## config.mk

```make
export PLATFORM = sky130hd
export DESIGN_NAME = onehot_split_32bit_bus
export DESIGN_NICKNAME = d
export VERILOG_FILES = /design/src/rtl/onehot_split_32bit_bus.sv
export SDC_FILE = /design/constraint.sdc
export NUM_CORES = 1
export LEC_CHECK = 0
export BUFFER_PORTS_ARGS = -buffer_cell sky130_fd_sc_hd__buf_2
export CAP_MARGIN = 20
export CORE_MARGIN = 2
export CORE_UTILIZATION = 56
export DETAILED_ROUTE_END_ITERATION = 10
export PLACE_DENSITY = 0.82
export SYNTH_ARGS = -nofsm -noshare
export SYNTH_HDL_FRONTEND = slang
export SYNTH_SLANG_ARGS = --single-unit
```

## constraint.sdc

```tcl
create_clock -name clk -period 5.4 [get_ports clk]
set_clock_uncertainty 0.05 [all_clocks]
set_input_delay 0.27 -clock clk [delete_from_list [all_inputs] [get_ports clk]]
set_output_delay 0.27 -clock clk [all_outputs]
set_load 0.05 [all_outputs]
```

## src/rtl/onehot_split_32bit_bus.sv

```systemverilog
// Sequential bit decomposer: takes one 32-bit word and emits its set bits
// lowest-first, one per beat, as a one-hot word plus bit index.
module onehot_split_32bit_bus (
    input  logic        clk,
    input  logic        rst,
    input  logic        in_valid,
    output logic        in_ready,
    input  logic [31:0] in_word,
    output logic        out_valid,
    input  logic        out_ready,
    output logic [31:0] out_onehot,
    output logic [4:0]  out_index,
    output logic        out_last,
    output logic        out_zero,
    output logic [5:0]  out_total,
    output logic        busy
);

    localparam int unsigned W  = 32;
    localparam int unsigned IW = 5;
    localparam int unsigned CW = 6;

    typedef enum logic {
        S_IDLE,
        S_EMIT
    } state_t;

    state_t         state_q, state_d;
    logic [W-1:0]   rem_q, rem_d;
    logic [CW-1:0]  total_q, total_d;
    logic           zero_q, zero_d;

    logic [W-1:0]   low_bit;
    logic [W-1:0]   rem_clr;
    logic [CW-1:0]  pop;
    logic [IW-1:0]  low_idx;
    logic           emit;

    // Popcount of the incoming word, loaded at capture.
    always_comb begin
        pop = '0;
        for (int i = 0; i < W; i++) begin
            pop = pop + CW'(in_word[i]);
        end
    end

    // Lowest set bit of rem, its position, and rem with that bit cleared.
    always_comb begin
        low_bit = rem_q & (~rem_q + W'(1));
        rem_clr = rem_q & (rem_q - W'(1));
        low_idx = '0;
        for (int i = 0; i < W; i++) begin
            if (low_bit[i]) begin
                low_idx = IW'(i);
            end
        end
    end

    assign emit = (state_q == S_EMIT);

    always_comb begin
        state_d = state_q;
        rem_d   = rem_q;
        total_d = total_q;
        zero_d  = zero_q;
        case (state_q)
            S_IDLE: begin
                if (in_valid) begin
                    rem_d   = in_word;
                    total_d = pop;
                    zero_d  = (in_word == '0);
                    state_d = S_EMIT;
                end
            end
            S_EMIT: begin
                if (out_ready) begin
                    if (rem_clr == '0) begin
                        state_d = S_IDLE;
                    end else begin
                        rem_d = rem_clr;
                    end
                end
            end
            default: state_d = S_IDLE;
        endcase
    end

    always_ff @(posedge clk) begin
        if (rst) begin
            state_q <= S_IDLE;
            rem_q   <= '0;
            total_q <= '0;
            zero_q  <= 1'b0;
        end else begin
            state_q <= state_d;
            rem_q   <= rem_d;
            total_q <= total_d;
            zero_q  <= zero_d;
        end
    end

    // Beat fields are gated by state so the idle bus reads all zero.
    assign in_ready   = ~emit;
    assign out_valid  = emit;
    assign busy       = emit;
    assign out_onehot = emit ? low_bit : '0;
    assign out_index  = emit ? low_idx : '0;
    assign out_last   = emit && (rem_clr == '0);
    assign out_total  = total_q;
    assign out_zero   = zero_q;

endmodule

```

== Word-level counts from Yosys, hierarchy flattened ==
Cells that the tools add are included.
Word-level totals
  flip-flop bits (word level): 40
  latch bits: 0
  memory bits (writable): 0
  memory bits (read-only): 0
  input port bits: 36
  output and inout bits: 48
  logic and storage cells: 90
  memories kept: 0
Operators by class
  $add $sub $neg: 33
  $mul: 0
  divide/modulo/power cells: 0
  magnitude comparators: 0
  eq/ne operators: 3
  shift-type cells: 0
  mux-type cells: 41
  bitwise gates (word level): 4
  reduce and logical (&&, ||, !) cells: 5
Operator list (count)
  $add 6x1->6: 26
  $mux 5: 31
  $mux 32: 4
  $and 32x32->32: 2
  $logic_not 32->1: 2
  $pmux 32 s2: 1
  $add 32x1->32 const B: 1
  $not 32->32: 1
  $sub 32x1->32 const B: 1
  $add 5x1->6: 1
  $ne 2x2->1 const B: 3
  $add 4x1->5: 1
  $add 3x1->4: 1
  $mux 1: 4
  $add 2x1->3: 1
  $reduce_and 3->1: 1
  $add 1x1->2: 1
  $pmux 1 s2: 1
  $reduce_and 2->1: 1
  $logic_and 1x1->1: 1
  $not 1->1: 1

== Longest topological paths before layout ==
  word-level depth: 35
  mapped depth: 19
  depth with buffers taken out: 19

== Worst setup path after synthesis ==
OpenSTA, ideal clock, no wires.
  path kind: input-to-reg
  start point: input in_word[17]
  end point: register total_q[4] (netlist: out_total[4])
  library setup time: 0.070 ns
  arrival time: 4.407 ns
  data required time: 5.280 ns
  path slack: 0.873 ns
  stages: 19
  path buffers: 0
  path through: fa_1 inv_1 fa_1 inv_1 fa_1 inv_1 fa_1 fa_1 fa_1 inv_1 ha_1 inv_1 fa_1 inv_1 a21o_1 a21oi_1 xnor2_1 nand2_1 a21oi_1
Between the ends
  longest elaborated chain between the ends: 15
Ends and longest elaborated chain
  start, declared: line 8  | input logic [31:0] in_word,
  $add 6x1->6 (15 in a row): line 43  | pop = pop + CW'(in_word[i]);
  end signal, assigned: line 97  | total_q <= total_d;
  end, declared: line 30  | logic [CW-1:0] total_q, total_d;
Every way passes these cells.
A chain may end at the register's enable or synchronous reset.

== Worst setup path after layout ==
Same ends and word-level chain as after synthesis.

==> impl_metrics.env <==
export IMPL_run_status="completed"
export IMPL_h_tree_depth=2
export IMPL_synth_seq_area_share=0.212
export IMPL_drc=0
export IMPL_antenna_left=0
export IMPL_syn_nets=584
export IMPL_synth_top_cell_area_share=0.212
export IMPL_yosysTopAreaCell="dfxtp_1"
export IMPL_ctsResizeCount=0
export IMPL_total_power_mw=1.70
export IMPL_cts_sinks=40
export IMPL_power_density_nw_per_um2=400
export IMPL_hold_class="in -> reg"
export IMPL_setup_viol=0
export IMPL_ys_ff_latch=40
export IMPL_top_usage_layer="met2"
export IMPL_dp_final_hpwl_um=9400
export IMPL_n_fill_cell=611
export IMPL_num_nets_final=633
export IMPL_setup_tns_ns=0
export IMPL_drv_cap=0
export IMPL_start_util=0.586
export IMPL_cts_hold_buf=0
export IMPL_syn_area_um2=3780
export IMPL_syn2layout_area_growth_pct=12.4
export IMPL_met2_usage=0.541
export IMPL_firstDrtPassIters=6
export IMPL_postSynth_asyncResetShare=0
export IMPL_synth_cells=516
export IMPL_ys_top_cells_by_count="a21oi_1 (54), inv_1 (50), dfxtp_1 (40)"
export IMPL_tritoncts="done"
export IMPL_syn_avg_cell_area_um2=7.33
export IMPL_vdd_ir_drop_max_mv=0.540
export IMPL_vias=4308
export IMPL_overflow=0
export IMPL_p_leak_nw=1.92
export IMPL_ff_latch_area_um2=801
export IMPL_cts_root_buf="clkbuf_8"
export IMPL_die_w_um=86.2
export IMPL_drive_gt1_frac=0.180
export IMPL_period_share=0.844
export IMPL_required_ns=5.59
export IMPL_met1_usage=0.493
export IMPL_drt_iter0_markers=470
export IMPL_fmax_mhz=219
export IMPL_grt_use_total=0.352
export IMPL_rows=29
export IMPL_antenna_found_initial=0
export IMPL_die_y_um=86.2
export IMPL_cts_buffers=5
export IMPL_crit_arrival_ns=4.75
export IMPL_rsz0062_at_grt="false"
export IMPL_insertedDiodeCount=0
export IMPL_crit_path_max_fanout=3
export IMPL_die_area_um2=7430
export IMPL_final_max_slew_viol_count=0
export IMPL_yosys_top_cells_area="dfxtp_1 (21%), fa_1 (13%), a21oi_1 (7.1%), nand4_1 (5.5%), inv_1 (5.0%)"
export IMPL_hold_viol_final=0
export IMPL_postCtsSetupBuffers=0
export IMPL_yosys_warnings=0
export IMPL_cp_end_kind="flip-flop"
export IMPL_place_congestion=0.973
export IMPL_multi_input_area_um2=2590
export IMPL_fin_util=0.658
export IMPL_start_kind="input pin"
export IMPL_core_um2=6460
export IMPL_fin_crit_ns=4.56
export IMPL_synth_most_common_cell="a21oi_1"
export IMPL_io_pins=84
export IMPL_grt_max_degree=46
export IMPL_ys_types=59
export IMPL_use_met3=0.0714
export IMPL_wl_per_cell_um=20.2
export IMPL_grt_pass1_vias=3942
export IMPL_viasPerCell=6.70
export IMPL_clk_latency_ns=0.31
export IMPL_crit_type="in -> reg"
export IMPL_max_clock_path_buffers=2
export IMPL_port_buffers=83
export IMPL_synth_main_ff_cell="dfxtp_1"
export IMPL_tightest_slew_ns=1.05
export IMPL_slew_limit_headroom=0.293
export IMPL_grt_first_pass_wirelength_um=20600
export IMPL_synth_edf_count=0
export IMPL_clkTransAtPathRegs_ns=0.09
export IMPL_wirelength_um=13000
## registers in the layout (all words and copies together), names as in the netlist
signal     count
out_total      6
out_zero       1
rem_q         32
busy           1
## layer usage
metal,routed length (um),vias up
met5,0,-
met4,389,0
met3,1380,36
met2,5960,284
met1,5250,2019
li1,-,1969
## critical path: stages
cell     delay [ns]
buf_2          0.13
fa_1           0.53
inv_1          0.06
fa_1           0.50
inv_1          0.05
fa_1           0.47
inv_1          0.05
fa_1           0.45
fa_1           0.53
fa_1           0.41
inv_1          0.07
ha_1           0.17
inv_1          0.06
fa_1           0.35
inv_1          0.09
a21o_1         0.12
a21oi_1        0.07
xnor2_1        0.14
nand2_1        0.07
a21oi_1        0.16
## cell type report
cell class,instances,share of cell area
Sequential cell,40,0.188
Tap cell,77,0.0227
Clock inverter,3,0.0100
Multi-Input combinational cell,378,0.610
Inverter,51,0.0450
Timing Repair Buffer,89,0.108
Clock buffer,5,0.0162
## cells by family after synthesis
| family | Yosys count | share of synthesized area |
|---|---|---|
| simple gates | 185 | 0.259 |
| compound gates | 158 | 0.262 |
| buf+inv | 98 | 0.107 |
| flops | 40 | 0.212 |
| fa+ha+maj | 33 | 0.156 |
| xor+xnor | 2 | 0.00463 |
## power breakdown
part           internal [mW]  switching, mW  total [mW]  leakage [nW]
Clock                  0.137          0.130       0.267        0.0541
Combinational          0.409          0.656        1.07          1.54
Sequential             0.326         0.0441       0.371         0.328
## per-stage QoR
| stage | instance area [um^2] | setup slack (ns) | hold slack (ns) | std cells |
|---|---|---|---|---|
| floorplan | 3780 | 0.873 | 0.335 | 516 |
| global placement | 4140 | 0.619 | 0.385 | 635 |
| detailed placement | 4140 | 0.528 | 0.392 | 635 |
| CTS | 4250 | 0.838 | 0.152 | 643 |
| global route | 4250 | 0.633 | 0.157 | 643 |
| finish | 4250 | 0.842 | 0.158 | 643 |
## cells in the final DEF (no fill, tap or decap), types with 6 or more instances in the layout
cell	count
nand4_1	33
nor3_1	19
and3_1	12
ha_1	8
nand2_1	37
nor4_1	15
fa_1	24
or3_1	6
buf_4	6
dfxtp_1	40
a22oi_1	19
o21ai_1	7
nor2_1	35
o21ai_0	27
a21oi_1	54
buf_2	83
inv_1	50
## path summary, 6_finish.rpt
path,startpoint,end,slack [ns],depth (start not counted)
worst min register to register,out_total[5],out_total[5],0.40,2
worst min-delay path,out_ready,busy,0.16,2
worst max register to register,rem_q[1],rem_q[0],1.50,8
worst max-delay path,in_word[17],out_total[4],0.84,20
No activity file was read; power rests on OpenSTA's default activity.
